--- src/rtl/demux_stream_1xn_pkg.sv ---
// Shared definitions for the 1-to-N stream demultiplexer: default sizes,
// the select-width helper and the drop-counter type.
package demux_pkg;

  localparam int DEMUX_DEF_DATA_W = 4;
  localparam int DEMUX_DEF_NUM_CH = 16;
  localparam int DEMUX_DEF_CNT_W  = 8;

  // Select width; never below one bit so a two-channel demux still has a select.
  function automatic int clog2_min1(input int n);
    return (n <= 2) ? 1 : $clog2(n);
  endfunction

  typedef logic [DEMUX_DEF_CNT_W-1:0] drop_cnt_t;

endpackage

--- src/rtl/demux_stream_1xn_if.sv ---
// Stream bundle between the single producer, the demux and its NUM_CH sinks.
// The master side is the producer/sink environment, the slave side is the demux.
interface demux_stream_1xn_if
  import demux_pkg::*;
#(
  parameter int DATA_W = DEMUX_DEF_DATA_W,
  parameter int NUM_CH = DEMUX_DEF_NUM_CH,
  parameter int SEL_W  = clog2_min1(NUM_CH)
);
  logic                           valid_i;
  logic                           ready_o;
  logic [DATA_W-1:0]              data_i;
  logic [SEL_W-1:0]               sel_i;
  logic                           bcast_i;
  logic [NUM_CH-1:0]              valid_o;
  logic [NUM_CH-1:0]              ready_i;
  logic [NUM_CH-1:0][DATA_W-1:0]  data_o;

  modport master (
    output valid_i, data_i, sel_i, bcast_i, ready_i,
    input  ready_o, valid_o, data_o
  );

  modport slave (
    input  valid_i, data_i, sel_i, bcast_i, ready_i,
    output ready_o, valid_o, data_o
  );
endinterface

--- src/rtl/demux_stream_1xn_slot.sv ---
// One-entry output holding slot: loads on request, clears when drained,
// and presents zero data whenever it is empty.
module demux_slot #(
  parameter int DATA_W = 4
) (
  input  logic              clk,
  input  logic              rst,
  input  logic              load,
  input  logic [DATA_W-1:0] din,
  input  logic              ready,
  output logic              valid,
  output logic [DATA_W-1:0] dout
);

  logic              valid_p1;
  logic [DATA_W-1:0] data_p1;

  // Occupancy: a load wins over a drain so refill-while-draining keeps the slot full.
  always_ff @(posedge clk or posedge rst) begin
    if (rst)        valid_p1 <= 1'b0;
    else if (load)  valid_p1 <= 1'b1;
    else if (ready) valid_p1 <= 1'b0;
  end

  // Payload only moves on a load; its reset value is hidden by the idle gating below.
  always_ff @(posedge clk) begin
    if (load) data_p1 <= din;
  end

  // ---- stage p1 output ----
  assign valid = valid_p1;
  assign dout  = valid_p1 ? data_p1 : '0;

endmodule

--- src/rtl/demux_stream_1xn.sv ---
// Registered 1-to-NUM_CH stream demultiplexer with unicast and broadcast,
// per-channel holding slots, and a saturating counter for out-of-range selects.
module demux_stream_1xn
  import demux_pkg::*;
#(
  parameter  int DATA_W = DEMUX_DEF_DATA_W,
  parameter  int NUM_CH = DEMUX_DEF_NUM_CH,
  parameter  int CNT_W  = DEMUX_DEF_CNT_W,
  localparam int SEL_W  = clog2_min1(NUM_CH)
) (
  input  logic                 clk_i,
  input  logic                 rst_i,
  demux_stream_1xn_if.slave    bus,
  output logic                 drop_o,
  output logic [CNT_W-1:0]     drop_cnt_o
);

  function automatic logic [CNT_W-1:0] sat_inc(input logic [CNT_W-1:0] c);
    return (&c) ? c : c + 1'b1;
  endfunction

  // ---- stage p0: accept decision ----
  logic [NUM_CH-1:0]             free_p0;
  logic [NUM_CH-1:0]             load_p0;
  logic                          sel_ok_p0;
  logic                          accept_p0;
  logic                          drop_p0;
  logic                          ready_p0;
  logic [NUM_CH-1:0]             valid_p1;
  logic [NUM_CH-1:0][DATA_W-1:0] data_p1;

  assign free_p0   = ~valid_p1 | bus.ready_i;
  assign sel_ok_p0 = (32'(bus.sel_i) < NUM_CH);

  // Input ready: broadcast needs every slot free, an illegal select is always swallowed.
  always_comb begin
    ready_p0 = 1'b1;
    if (bus.bcast_i)    ready_p0 = &free_p0;
    else if (sel_ok_p0) ready_p0 = free_p0[bus.sel_i];
  end

  assign bus.ready_o = ready_p0;
  assign accept_p0   = bus.valid_i && ready_p0;
  assign drop_p0     = accept_p0 && !bus.bcast_i && !sel_ok_p0;

  // Per-slot load strobes for the accepted beat.
  always_comb begin
    load_p0 = '0;
    for (int k = 0; k < NUM_CH; k++) begin
      if (accept_p0 && (bus.bcast_i || (sel_ok_p0 && (bus.sel_i == SEL_W'(k)))))
        load_p0[k] = 1'b1;
    end
  end

  // ---- stage p1: holding slots ----
  for (genvar k = 0; k < NUM_CH; k++) begin : g_slot
    demux_slot #(
      .DATA_W (DATA_W)
    ) u_slot (
      .clk   (clk_i),
      .rst   (rst_i),
      .load  (load_p0[k]),
      .din   (bus.data_i),
      .ready (bus.ready_i[k]),
      .valid (valid_p1[k]),
      .dout  (data_p1[k])
    );
  end

  assign bus.valid_o = valid_p1;
  assign bus.data_o  = data_p1;

  // Drop pulse and saturating drop count for out-of-range unicast beats.
  always_ff @(posedge clk_i or posedge rst_i) begin
    if (rst_i) begin
      drop_o     <= 1'b0;
      drop_cnt_o <= '0;
    end else begin
      drop_o <= drop_p0;
      if (drop_p0) drop_cnt_o <= sat_inc(drop_cnt_o);
    end
  end

endmodule
--- src/flat_wrapper.sv ---
// flat-port wrapper written by rule: the top's interface ports become plain ports
module demux_stream_1xn_flat import demux_pkg::*;
#(
  parameter  int DATA_W = DEMUX_DEF_DATA_W,
  parameter  int NUM_CH = DEMUX_DEF_NUM_CH,
  parameter  int CNT_W  = DEMUX_DEF_CNT_W,
  localparam int SEL_W  = clog2_min1(NUM_CH)
)
  (clk_i, rst_i, drop_o, drop_cnt_o, bus_valid_i, bus_data_i, bus_sel_i, bus_bcast_i, bus_ready_i, bus_ready_o, bus_valid_o, bus_data_o);
  demux_stream_1xn_if #(.DATA_W(DATA_W), .NUM_CH(NUM_CH)) bus_i ();
  input  logic clk_i;
  input  logic rst_i;
  output logic drop_o;
  output logic [CNT_W-1:0] drop_cnt_o;
  input wire logic [$bits(bus_i.valid_i)-1:0] bus_valid_i;
  input wire logic [$bits(bus_i.data_i)-1:0] bus_data_i;
  input wire logic [$bits(bus_i.sel_i)-1:0] bus_sel_i;
  input wire logic [$bits(bus_i.bcast_i)-1:0] bus_bcast_i;
  input wire logic [$bits(bus_i.ready_i)-1:0] bus_ready_i;
  output wire logic [$bits(bus_i.ready_o)-1:0] bus_ready_o;
  output wire logic [$bits(bus_i.valid_o)-1:0] bus_valid_o;
  output wire logic [$bits(bus_i.data_o)-1:0] bus_data_o;
  assign bus_i.valid_i = bus_valid_i;
  assign bus_i.data_i = bus_data_i;
  assign bus_i.sel_i = bus_sel_i;
  assign bus_i.bcast_i = bus_bcast_i;
  assign bus_i.ready_i = bus_ready_i;
  assign bus_ready_o = bus_i.ready_o;
  assign bus_valid_o = bus_i.valid_o;
  assign bus_data_o = bus_i.data_o;
  demux_stream_1xn #(.DATA_W(DATA_W), .NUM_CH(NUM_CH), .CNT_W(CNT_W)) u_core (.clk_i(clk_i), .rst_i(rst_i), .bus(bus_i), .drop_o(drop_o), .drop_cnt_o(drop_cnt_o));
endmodule
--- config.mk ---
export PLATFORM = sky130hd
export DESIGN_NAME = demux_stream_1xn_flat
export DESIGN_NICKNAME = d
export VERILOG_FILES = /design/src/rtl/demux_stream_1xn_pkg.sv /design/src/rtl/demux_stream_1xn_if.sv /design/src/rtl/demux_stream_1xn_slot.sv /design/src/rtl/demux_stream_1xn.sv /design/src/flat_wrapper.sv
export SDC_FILE = /design/constraint.sdc
export NUM_CORES = 1
export LEC_CHECK = 0
export CELL_PAD_IN_SITES_DETAIL_PLACEMENT = 1
export CELL_PAD_IN_SITES_GLOBAL_PLACEMENT = 2
export CORE_MARGIN = 2
export CORE_UTILIZATION = 43
export DETAILED_ROUTE_END_ITERATION = 16
export DONT_BUFFER_PORTS = 1
export PLACE_DENSITY_LB_ADDON = 0.1
export SETUP_SLACK_MARGIN = 0.02
export SKIP_LAST_GASP = 1
export SYNTH_ARGS = -nofsm -noshare
export SYNTH_HDL_FRONTEND = slang
export SYNTH_SLANG_ARGS = --single-unit
--- constraint.sdc ---
create_clock -name clk_i -period 4.3 [get_ports clk_i]
set_clock_uncertainty 0.15 [all_clocks]
set_input_delay 0.215 -clock clk_i [delete_from_list [all_inputs] [get_ports clk_i]]
set_output_delay 0.215 -clock clk_i [all_outputs]
set_load 0.05 [all_outputs]
==> Word level (Yosys, flattened, before mapping) <==
Index checks and enable logic that the tools add are counted.
Widths: inputs -> output; s select.
{ "word_totals": {"register_bits": 80, "in_bits": 28, "output_inout_bits": 90, "word_cells": 168} }
{ "classes": {"n_lt_le_gt_ge": 1, "eq_ne": 15, "n_mux": 67, "n_bitwise": 2, "reduce_logical": 51} }
{ "op_table": {"columns": ["cell", "n"], "rows": [
  ["$mux 4", 16],
  ["$mux 1", 50],
  ["$eq 4x4->1 const B", 8],
  ["$reduce_bool 2->1", 16],
  ["$logic_and 1x1->1", 17],
  ["$eq 4x3->1 const B", 4],
  ["$logic_or 1x1->1", 16],
  ["$not 16->16", 1],
  ["$or 16x16->16", 1],
  ["$reduce_and 16->1", 1],
  ["$eq 4x2->1 const B", 2],
  ["$lt 4x5->1 const B", 1],
  ["$bmux 1 s4", 1],
  ["$eq 4x1->1 const B", 1],
  ["$logic_not 4->1", 1]
]} }

==> Depth between registers and ports, before layout <==
Gate-level depths: netlist of run 1.
{ "logic_depth": {"depth_word": 9, "depth_mapped": 7, "ltp_nobuf": 5} }

==> Modules after synthesis <==
From an unflattened synthesis of run 1, not the netlist that was laid out.
{ "hier_totals": {"hier_cells": 284, "hier_area_um2": 3651.0} }
{ "by_module_without_submodules": {"columns": ["mod", "instances", "cells_per_inst", "area_per_inst_um2", "seq_area_each_um2"], "rows": [
  ["demux_slot", 16, 12, 185.2, 145.1],
  ["demux_stream_1xn", 1, 92, 688.2, 0.0]
]} }

==> Worst setup path after synthesis of run 1 <==
No wires, ideal clock.
{ "synth_path": {"kind": "reg2reg", "from": "reg u_core.g_slot[4].u_slot.valid_p1", "to": "reg u_core.g_slot[13].u_slot.data_p1[0] (enable)", "setup_ps": 261, "arrival_time_ps": 1937, "t_required_ps": 3889, "slack_ps": 1952, "path_stages_with_launch": 7, "n_path_buf": 1, "synth_period_minus_slack_ps": 2348, "path_cell_list": "dfrtp_1 > or3b_1 > a21o_1 > mux4_2 > a32oi_4 > buf_6 > nor2_1"} }
{ "synth_via": {"elab_chain_cells": 8, "elab_cells_between_ends": 9, "classes_between": "4 x mux; 2 x bitwise; 3 x reduce/logical"} }
{ "synth_lines": {"columns": ["element", "line_no", "text"], "rows": [
  ["from (decl)", "demux_stream_1xn_slot.sv:15", "logic valid_p1;"],
  ["from (signal assigned)", "demux_stream_1xn_slot.sv:20", "if (rst) valid_p1 <= 1'b0;"],
  ["from (signal assigned)", "demux_stream_1xn_slot.sv:21", "else if (load) valid_p1 <= 1'b1;"],
  ["from (signal assigned)", "demux_stream_1xn_slot.sv:22", "else if (ready) valid_p1 <= 1'b0;"],
  ["$not 16->16 (*)", "demux_stream_1xn.sv:32", "assign free_p0 = ~valid_p1 | bus.ready_i;"],
  ["$or 16x16->16 (*)", "demux_stream_1xn.sv:32", null],
  ["$bmux 1 s4", "demux_stream_1xn.sv:39", "else if (sel_ok_p0) ready_p0 = free_p0[bus.sel_i];"],
  ["$mux 1 (implied by the code)", "demux_stream_1xn.sv:39", null],
  ["$mux 1 (*)", "demux_stream_1xn.sv:38", "if (bus.bcast_i) ready_p0 = &free_p0;"],
  ["$logic_and 1x1->1 (*)", "demux_stream_1xn.sv:43", "assign accept_p0 = bus.valid_i && ready_p0;"],
  ["$logic_and 1x1->1 (*)", "demux_stream_1xn.sv:50", "if (accept_p0 && (bus.bcast_i || (sel_ok_p0 && (bus.sel_i == SEL_W'(k)))))"],
  ["$mux 1 (*)", "demux_stream_1xn.sv:50", null],
  ["net u_core.g_slot[13].u_slot.load", "demux_stream_1xn_slot.sv:8", "input logic load,"],
  ["to (signal assigned)", "demux_stream_1xn_slot.sv:27", "if (load) data_p1 <= din;"],
  ["to (decl)", "demux_stream_1xn_slot.sv:16", "logic [DATA_W-1:0] data_p1;"]
]} }
Mark *: on every way through the listed nets, which the timed path passes. The rest lies on a longest branch. The select of a mux whose other input is x is not followed.
A chain may end at the register's enable or synchronous reset.

==> Worst setup path after layout of run 1 <==
{ "layout_path": {"from": "reg u_core.g_slot[4].u_slot.valid_p1", "to": "reg u_core.g_slot[10].u_slot.valid_p1"} }
{ "layout_via": {"elab_chain_cells": 9, "elab_cells_between_ends": 11, "classes_between": "5 x mux; 2 x bitwise; 4 x reduce/logical"} }
{ "layout_lines": {"columns": ["element", "line_no"], "rows": [
  ["$not 16->16 (*)", "demux_stream_1xn.sv:32"],
  ["$or 16x16->16 (*)", "demux_stream_1xn.sv:32"],
  ["$bmux 1 s4", "demux_stream_1xn.sv:39"],
  ["$mux 1 (implied by the code)", "demux_stream_1xn.sv:39"],
  ["$mux 1 (*)", "demux_stream_1xn.sv:38"],
  ["$logic_and 1x1->1 (*)", "demux_stream_1xn.sv:43"],
  ["$logic_and 1x1->1 (*)", "demux_stream_1xn.sv:50"],
  ["$mux 1 (*)", "demux_stream_1xn.sv:50"],
  ["$mux 1 or $reduce_bool 2->1 (tied branches)", null],
  ["to (signal assigned)", "demux_stream_1xn_slot.sv:20"],
  ["to (signal assigned)", "demux_stream_1xn_slot.sv:21"],
  ["to (signal assigned)", "demux_stream_1xn_slot.sv:22"],
  ["to (decl)", "demux_stream_1xn_slot.sv:15"]
]} }
Mark *: on every way between the ends. The rest lies on a longest branch, timed or not. The select of a mux whose other input is x is not followed.

==> metrics.txt, run 1 <==
share of flip-flops with an asynchronous set or reset 20.00%; Slew @ Worst Pin 0.7568 ns; cells traversed along the worst timing path or3b_1 > a21o_1 > mux4_2 > a32oi_4 > buf_4 > o21ai_1 > dlygate4sd3_1; critical path data arrival time 3.70 ns; placer's final routability congestion estimate 0.7461; Final nets 328; biggest area contributors in the synthesized netlist sky130_fd_sc_hd__edfxtp_1, sky130_fd_sc_hd__and2_1, sky130_fd_sc_hd__dfrtp_1; diodes inserted 0; filler instances 865; footprint of the multi-input gates 0.001125 mm²; leading cell types in the layout, fill and taps excluded sky130_fd_sc_hd__and2_1, sky130_fd_sc_hd__edfxtp_1, sky130_fd_sc_hd__dlygate4sd3_1; std cell rows 33; Power per Cell Area 453.4 mW/mm²; synth warn 0; final setup TNS 0 ns; Worst Hold Margin -0.005907 ns; maximum buffer depth of the clock tree 2; Final Hold Fails 2; via count 2145; number of enable-type register cells in the synthesized netlist 64; detail-routed via count per cell 5.232; number of distinct standard cells referenced by the synthesized netlist 30; Max stage delay cell, worst path sky130_fd_sc_hd__dfrtp_1; max frequency 276.5 MHz; Routed Antenna Nets 0; remaining global-route overflow 0; Syn Std Cell Area 0.003677 mm²; total area of sequential cells 0.002322 mm²; dominant synthesized flop cell sky130_fd_sc_hd__edfxtp_1; CTS clk-pin slew, worst paths 0.08 ns; status finished with violations; IO Port Bufs 0; layout cell share with drive strength beyond 1 6.885%; worst vdd rail ir drop 0.1901 mV; top cell type's share of synthesized area 52.26%; dominant cell type by area after synthesis sky130_fd_sc_hd__edfxtp_1; Max FO, Critical Path 18; final number of max-transition violations 0; area of the die 0.009307 mm²; Max Cap Violations 0; violated checks hold timing; I/O pins 118; count of clock tree sinks 80; post-layout minimum cycle time 3.616 ns; starting utilization of the core area 44.53%; # DRC 0; critical path endpoint category flop; clock latency of the later-clocked register in the worst-skew pair 0.35 ns; clock tree from TritonCTS yes; sort of element at the start of the critical path flop; number of global-route vias before repair 2203; worst setup path class flop to flop; die width 96.48 µm; half-perimeter wire length after detailed placement 5375 µm; CP max stage delay 0.72 ns; global routing usage summed across all routing layers 18.42%; Min-Delay Path Class primary input to flop; Core ar. 0.008258 mm²; Static Leak 1.440 nW; drt total wl 8167 µm; unrepaired setup endpoints after global routing false; first-pass GRT wire length 12300 µm; required time of the critical path 4.38 ns; number of flip-flops and latches in the synthesized netlist 80; number of buffers created by CTS 9; sequential fraction of the synthesis area 63.15%; antenna violations before repair 0; worst relative slew slack 49.38%; Final period util 84.10%; Clk Tree Root Cell sky130_fd_sc_hd__clkbuf_8; Post-CTS Resized 0; pin count of the biggest net entering global routing 19; final standard cell utilization of the core 48.08%; deepest level of the CTS H-tree 3; post-synthesis area per instance 12.51 µm²; count of endpoints failing setup in the final report 0; Detailed Routing Iterations Pass 1 4; layout overhead on the synthesized area 7.962%; post-synthesis cell count 294; chip height 96.48 µm; mean routed wirelength per cell 19.92 µm; DR iter-0 viols 85
-- through the flow --
| stage | cells | area [µm²] | hold slack (ns) | setup slack, ns | total power, mW |
|---|---|---|---|---|---|
| finish | 410 | 3970 | -0.005907 | 0.6836 | 1.800 |
| global route | 410 | 3970 | 0.01855 | 0.4976 | 1.868 |
| CTS | 410 | 3970 | 0.0008610 | 0.6838 | 1.810 |
| detailed placement | 373 | 3597 | 0.1110 | 1.042 | 1.313 |
| global placement | 373 | 3597 | 0.1077 | 1.052 | 1.311 |
| floorplan | 302 | 3707 | -0.02126 | 1.952 | 1.319 |
-- cell usage after synthesis (all sizes together), types with 4 or more instances --
master / n
dfrtp: 16
a21o: 6
and2: 64
buf: 29
nor2: 17
nor3b: 5
nor2b: 4
nand2: 9
edfxtp: 64
nand2b: 16
clkbuf: 6
o21ai: 29
-- critical path: cells and delay by family (launching register included) --
kind	cells	cell delay [ns]
buf+inv	2	0.89
simple gates	1	0.41
flops	1	0.72
mux	1	0.50
compound gates	3	0.83
-- repair_timing --
action	in CTS	in global routing
hold buffers	21	0
setup buffers	0	0
endpoints found under the hold margin	96	0
-- cells by family after synthesis --
kind of cell | share of synthesized area, %
AOI/OAI and AO/OA | 6.397
buffers and inverters | 7.077
DFF | 63.15
muxes | 1.837
other | 0.1020
and+or+nand+nor | 21.44
-- power by group --
group          internal (mW)  switching [mW]  leakage (nW)
sequential             0.886          0.0998         0.796
combinational         0.0676           0.268         0.560
clock                  0.207           0.271        0.0839
total                   1.16           0.639          1.44
-- layout make-up --
type                       instances  area share (%)
clock inverter                     6          0.8824
timing repair buffer              22           5.484
multi-input combinational        184           28.33
inverter                           3          0.2836
sequential                        80           58.49
clock buffer                      10           3.215
tap                              105           3.309
-- per-layer routing --
layer / GRT usage [%] / up-vias / share of wire (%)
li1: - / 1002 / -
met1: 25.63 / 1052 / 47
met3: 3.879 / 9 / 6.1
met4: 7.042 / 0 / 1.3
met2: 28.53 / 82 / 46
met5: 0 / - / 0
-- worst paths after layout --
kind / from / cells past startpoint / end / slack, ns
worst max-delay path: u_core.g_slot[4].u_slot.valid$_DFFE_PP0P_ / 7 / u_core.g_slot[10].u_slot.valid$_DFFE_PP0P_ / 0.68
min in group asynchronous: rst_i / 2 / u_core.g_slot[8].u_slot.valid$_DFFE_PP0P_ / 0.27
worst max register to register: u_core.g_slot[4].u_slot.valid$_DFFE_PP0P_ / 7 / u_core.g_slot[10].u_slot.valid$_DFFE_PP0P_ / 0.68
max in group asynchronous: rst_i / 2 / u_core.g_slot[1].u_slot.valid$_DFFE_PP0P_ / 3.27
worst min register to register: u_core.g_slot[13].u_slot.valid$_DFFE_PP0P_ / 2 / u_core.g_slot[13].u_slot.valid$_DFFE_PP0P_ / 0.77
worst min-delay path: bus_ready_i[2] / 2 / u_core.g_slot[2].u_slot.valid$_DFFE_PP0P_ / -0.006
-- state kept, by name, summed over array words and instances, names as in the netlist --
register	count
u_core.g_slot.u_slot.valid	16
u_core.g_slot.u_slot.data_p1	64
No activity file was read; power rests on OpenSTA's default activity.
==> run 2: changes to the inputs <==
--- a/config.mk
+++ b/config.mk
@@ -8,7 +8,7 @@
 export CELL_PAD_IN_SITES_DETAIL_PLACEMENT = 1
 export CELL_PAD_IN_SITES_GLOBAL_PLACEMENT = 2
 export CORE_MARGIN = 2
-export CORE_UTILIZATION = 43
+export CORE_UTILIZATION = 40
 export DETAILED_ROUTE_END_ITERATION = 16
 export DONT_BUFFER_PORTS = 1
 export PLACE_DENSITY_LB_ADDON = 0.1
==> constraint.sdc (replaced) <==
create_clock -name clk_i -period 3.5 [get_ports clk_i]
set_clock_uncertainty 0.15 [all_clocks]
set_input_delay 0.175 -clock clk_i [delete_from_list [all_inputs] [get_ports clk_i]]
set_output_delay 0.175 -clock clk_i [all_outputs]
set_load 0.05 [all_outputs]
==> run 2 against run 1 <==
Net effect: the flow now finishes without violations; setup slack got worse by 0.26 ns; register-to-register slack got worse by 0.21 ns; via count increased by 6.2%; worst hold slack improved by 0.051 ns; die area increased by 7.2%; clock-buffer cell count increased by 1; critical path depth increased by 1; global-route usage decreased by 0.92 points; sequential cell count unchanged; sequential share of layout area decreased by 4.5 points; first-iteration DRC count decreased by 4.7%; critical endpoint is now u_core.g_slot[2].u_slot.valid$_DFFE_PP0P_; largest power group unchanged; highest routed layer unchanged.
==> metrics.txt, run 2 (synthesis gave the netlist of run 1 again) <==
first-pass GRT wire length 12970 µm (was 12300 µm); cells traversed along the worst timing path dlygate4sd3_1 > nand2b_1 > mux4_2 > or3_1 > a32oi_4 > buf_4 > o21ai_0 > dlygate4sd3_1 (was or3b_1 > a21o_1 > mux4_2 > a32oi_4 > buf_4 > o21ai_1 > dlygate4sd3_1); chip height 99.88 µm (was 96.48 µm); start of the worst register-to-register path u_core.g_slot[10].u_slot.valid$_DFFE_PP0P_ (was u_core.g_slot[4].u_slot.valid$_DFFE_PP0P_); # DRC 0 (unchanged); sort of element at the start of the critical path primary input (was flop); setup slack on the worst flop-to-flop path 0.47 ns (was 0.68 ns); critical path endpoint category flop (unchanged); global routing usage summed across all routing layers 17.51% (was 18.42%); Slew @ Worst Pin 0.7588 ns (was 0.7568 ns); final number of max-transition violations 0 (unchanged); count of clock tree sinks 80 (unchanged); most flop-heavy register u_core.g_slot.u_slot.data_p1 (unchanged); count of endpoints failing setup in the final report 0 (unchanged); worst relative slew slack 49.24% (was 49.38%); Largest register FFs 64 (unchanged); worst-case setup margin in the final layout 0.4194 ns (was 0.6836 ns); Final period util 88.02%; diodes inserted 0 (unchanged); post-layout minimum cycle time 3.081 ns; number of global-route vias before repair 2428 (was 2203); area of the die 0.009976 mm² (was 0.009307 mm²); clock latency of the later-clocked register in the worst-skew pair 0.34 ns (was 0.35 ns); max frequency 324.6 MHz; Worst path most repeated cell sky130_fd_sc_hd__dlygate4sd3_1; critical path data arrival time 3.16 ns (was 3.70 ns); total area of sequential cells 0.002322 mm² (unchanged); CTS clk-pin slew, worst paths 0.08 ns (about the same); detail-routed via count per cell 5.108 (was 5.232); Bufs and invs on worst path 3 (was 2); clock tree from TritonCTS yes (unchanged); antenna violations before repair 0 (unchanged); RR Endpoint u_core.g_slot[2].u_slot.valid$_DFFE_PP0P_ (was u_core.g_slot[10].u_slot.valid$_DFFE_PP0P_); Power per Cell Area 545.6 mW/mm² (was 453.4 mW/mm²); maximum buffer depth of the clock tree 2 (unchanged); status complete, no violations (was finished with violations); layout cell share with drive strength beyond 1 11.54% (was 6.885%); Worst Hold Margin 0.04489 ns (was -0.005907 ns); unrepaired setup endpoints after global routing false (unchanged); die width 99.88 µm (was 96.48 µm); Static Leak 1.620 nW (was 1.440 nW); Min-Delay Endpoint u_core.g_slot[15].u_slot.valid$_DFFE_PP0P_ (was u_core.g_slot[2].u_slot.valid$_DFFE_PP0P_); via count 2278 (was 2145); filler instances 915 (was 865); Non-Filler Cell Area, Final 0.004298 mm² (was 0.003970 mm²); worst vdd rail ir drop 0.2096 mV (was 0.1901 mV); Max stage delay cell, worst path sky130_fd_sc_hd__dlygate4sd3_1 (was sky130_fd_sc_hd__dfrtp_1); leading cell types in the layout, fill and taps excluded sky130_fd_sc_hd__and2_1, sky130_fd_sc_hd__edfxtp_1, sky130_fd_sc_hd__dlygate4sd3_1 (unchanged); Final Hold Fails 0 (was 2); launching element of the worst setup path bus_ready_i[0] (was u_core.g_slot[4].u_slot.valid$_DFFE_PP0P_); Detailed Routing Iterations Pass 1 4 (unchanged); Max Cap Violations 0 (unchanged); half-perimeter wire length after detailed placement 5713 µm (was 5375 µm); cell area after placement 0.003749 mm² (was 0.003597 mm²); DR iter-0 viols 81 (was 85); worst setup path class primary input to flop (was flop to flop); starting utilization of the core area 41.76% (was 44.53%); I/O pins 118 (unchanged); Clk Tree Root Cell sky130_fd_sc_hd__clkbuf_8 (unchanged); Crit path depth 8 (was 7); required time of the critical path 3.58 ns (was 4.38 ns); final cell count without fillers 446 (was 410); cell depth of the worst hold path 4 (was 2); Crit path max-delay family buffers and inverters (unchanged); IO Port Bufs 0 (unchanged); Core ar. 0.008806 mm² (was 0.008258 mm²); cell count after placement 394 (was 373); Routed Antenna Nets 0 (unchanged); mean routed wirelength per cell 18.80 µm (was 19.92 µm); hold path start bus_sel_i[1] (was bus_ready_i[2]); Min-Delay Path Class primary input to flop (unchanged); footprint of the multi-input gates 0.001125 mm² (unchanged); Max FO, Critical Path 15 (was 18); number of buffers created by CTS 9 (unchanged); CP max stage delay 0.56 ns (was 0.72 ns); layout overhead on the synthesized area 16.88% (was 7.962%); final setup TNS 0 ns (unchanged); drt total wl 8384 µm (was 8167 µm); remaining global-route overflow 0 (unchanged); post-CTS setup buffer count 0 (unchanged); Worst Reg2Reg Path Length in Cells 8 (was 7); std cell rows 34 (was 33); Final nets 361 (was 328); deepest level of the CTS H-tree 3 (unchanged); post-placement setup slack 0.8428 ns (was 1.042 ns); pin count of the biggest net entering global routing 19 (unchanged); placer's final routability congestion estimate 0.7911 (was 0.7461)
run 2: where the power goes:
group / leakage (nW) / switching (mW) / internal (mW)
registers: 0.796 / 0.0164 / 1.09
logic: 0.738 / 0.446 / 0.143
clock network: 0.0856 / 0.320 / 0.329
run 2: stage by stage:
| stage | utilization, % | power, mW |
|---|---|---|
| after floorplan | - | 1.621 |
| after detailed placement | 42.57 | 1.659 |
| final | 48.81 | 2.345 |
| after CTS | 48.81 | 2.378 |
| after global placement | 42.57 | 1.654 |
| after global routing | 48.81 | 2.443 |
run 2: repair_timing:
action,in CTS,in global routing
hold buffers,36,0
resized for setup,0,0
endpoints found under the hold margin,100,0
setup endpoints to repair,0,0
run 2: layout make-up:
type | count | share of cell area [%]
Inverter | 3 | 0.2620
Multi-Input combinational cell | 184 | 26.17
Clock inverter | 5 | 1.339
Timing Repair Buffer | 55 | 11.99
Tap cell | 108 | 3.144
Sequential cell | 80 | 54.03
Clock buffer | 11 | 3.057
run 2: worst min-delay path, stage by stage:
cell and delay [ns]:
sky130_fd_sc_hd__nand2_1 0.06, sky130_fd_sc_hd__o21bai_1 0.09, sky130_fd_sc_hd__nand2_1 0.11, sky130_fd_sc_hd__o21ai_1 0.07
run 2: worst max path at each step:
stage                                                          to  slack [ns]
global route            u_core.g_slot[2].u_slot.valid$_DFFE_PP0P_        0.26
finish                  u_core.g_slot[2].u_slot.valid$_DFFE_PP0P_        0.42
floorplan           u_core.g_slot[14].u_slot.data_p1[0]$_DFFE_PP_        1.15
detailed placement   u_core.g_slot[0].u_slot.data_p1[3]$_DFFE_PP_        0.84
CTS                     u_core.g_slot[3].u_slot.valid$_DFFE_PP0P_        0.42
global placement                                      bus_ready_o        0.87
run 2: layer usage:
| metal | up-vias | routed length [µm] | track usage, % |
|---|---|---|---|
| li1 | 1063 | - | - |
| met1 | 1130 | 3730 | 22.51 |
| met2 | 74 | 4115 | 28.79 |
| met3 | 11 | 431 | 4.526 |
| met4 | 0 | 106 | 6.322 |
| met5 | - | 0 | 0 |
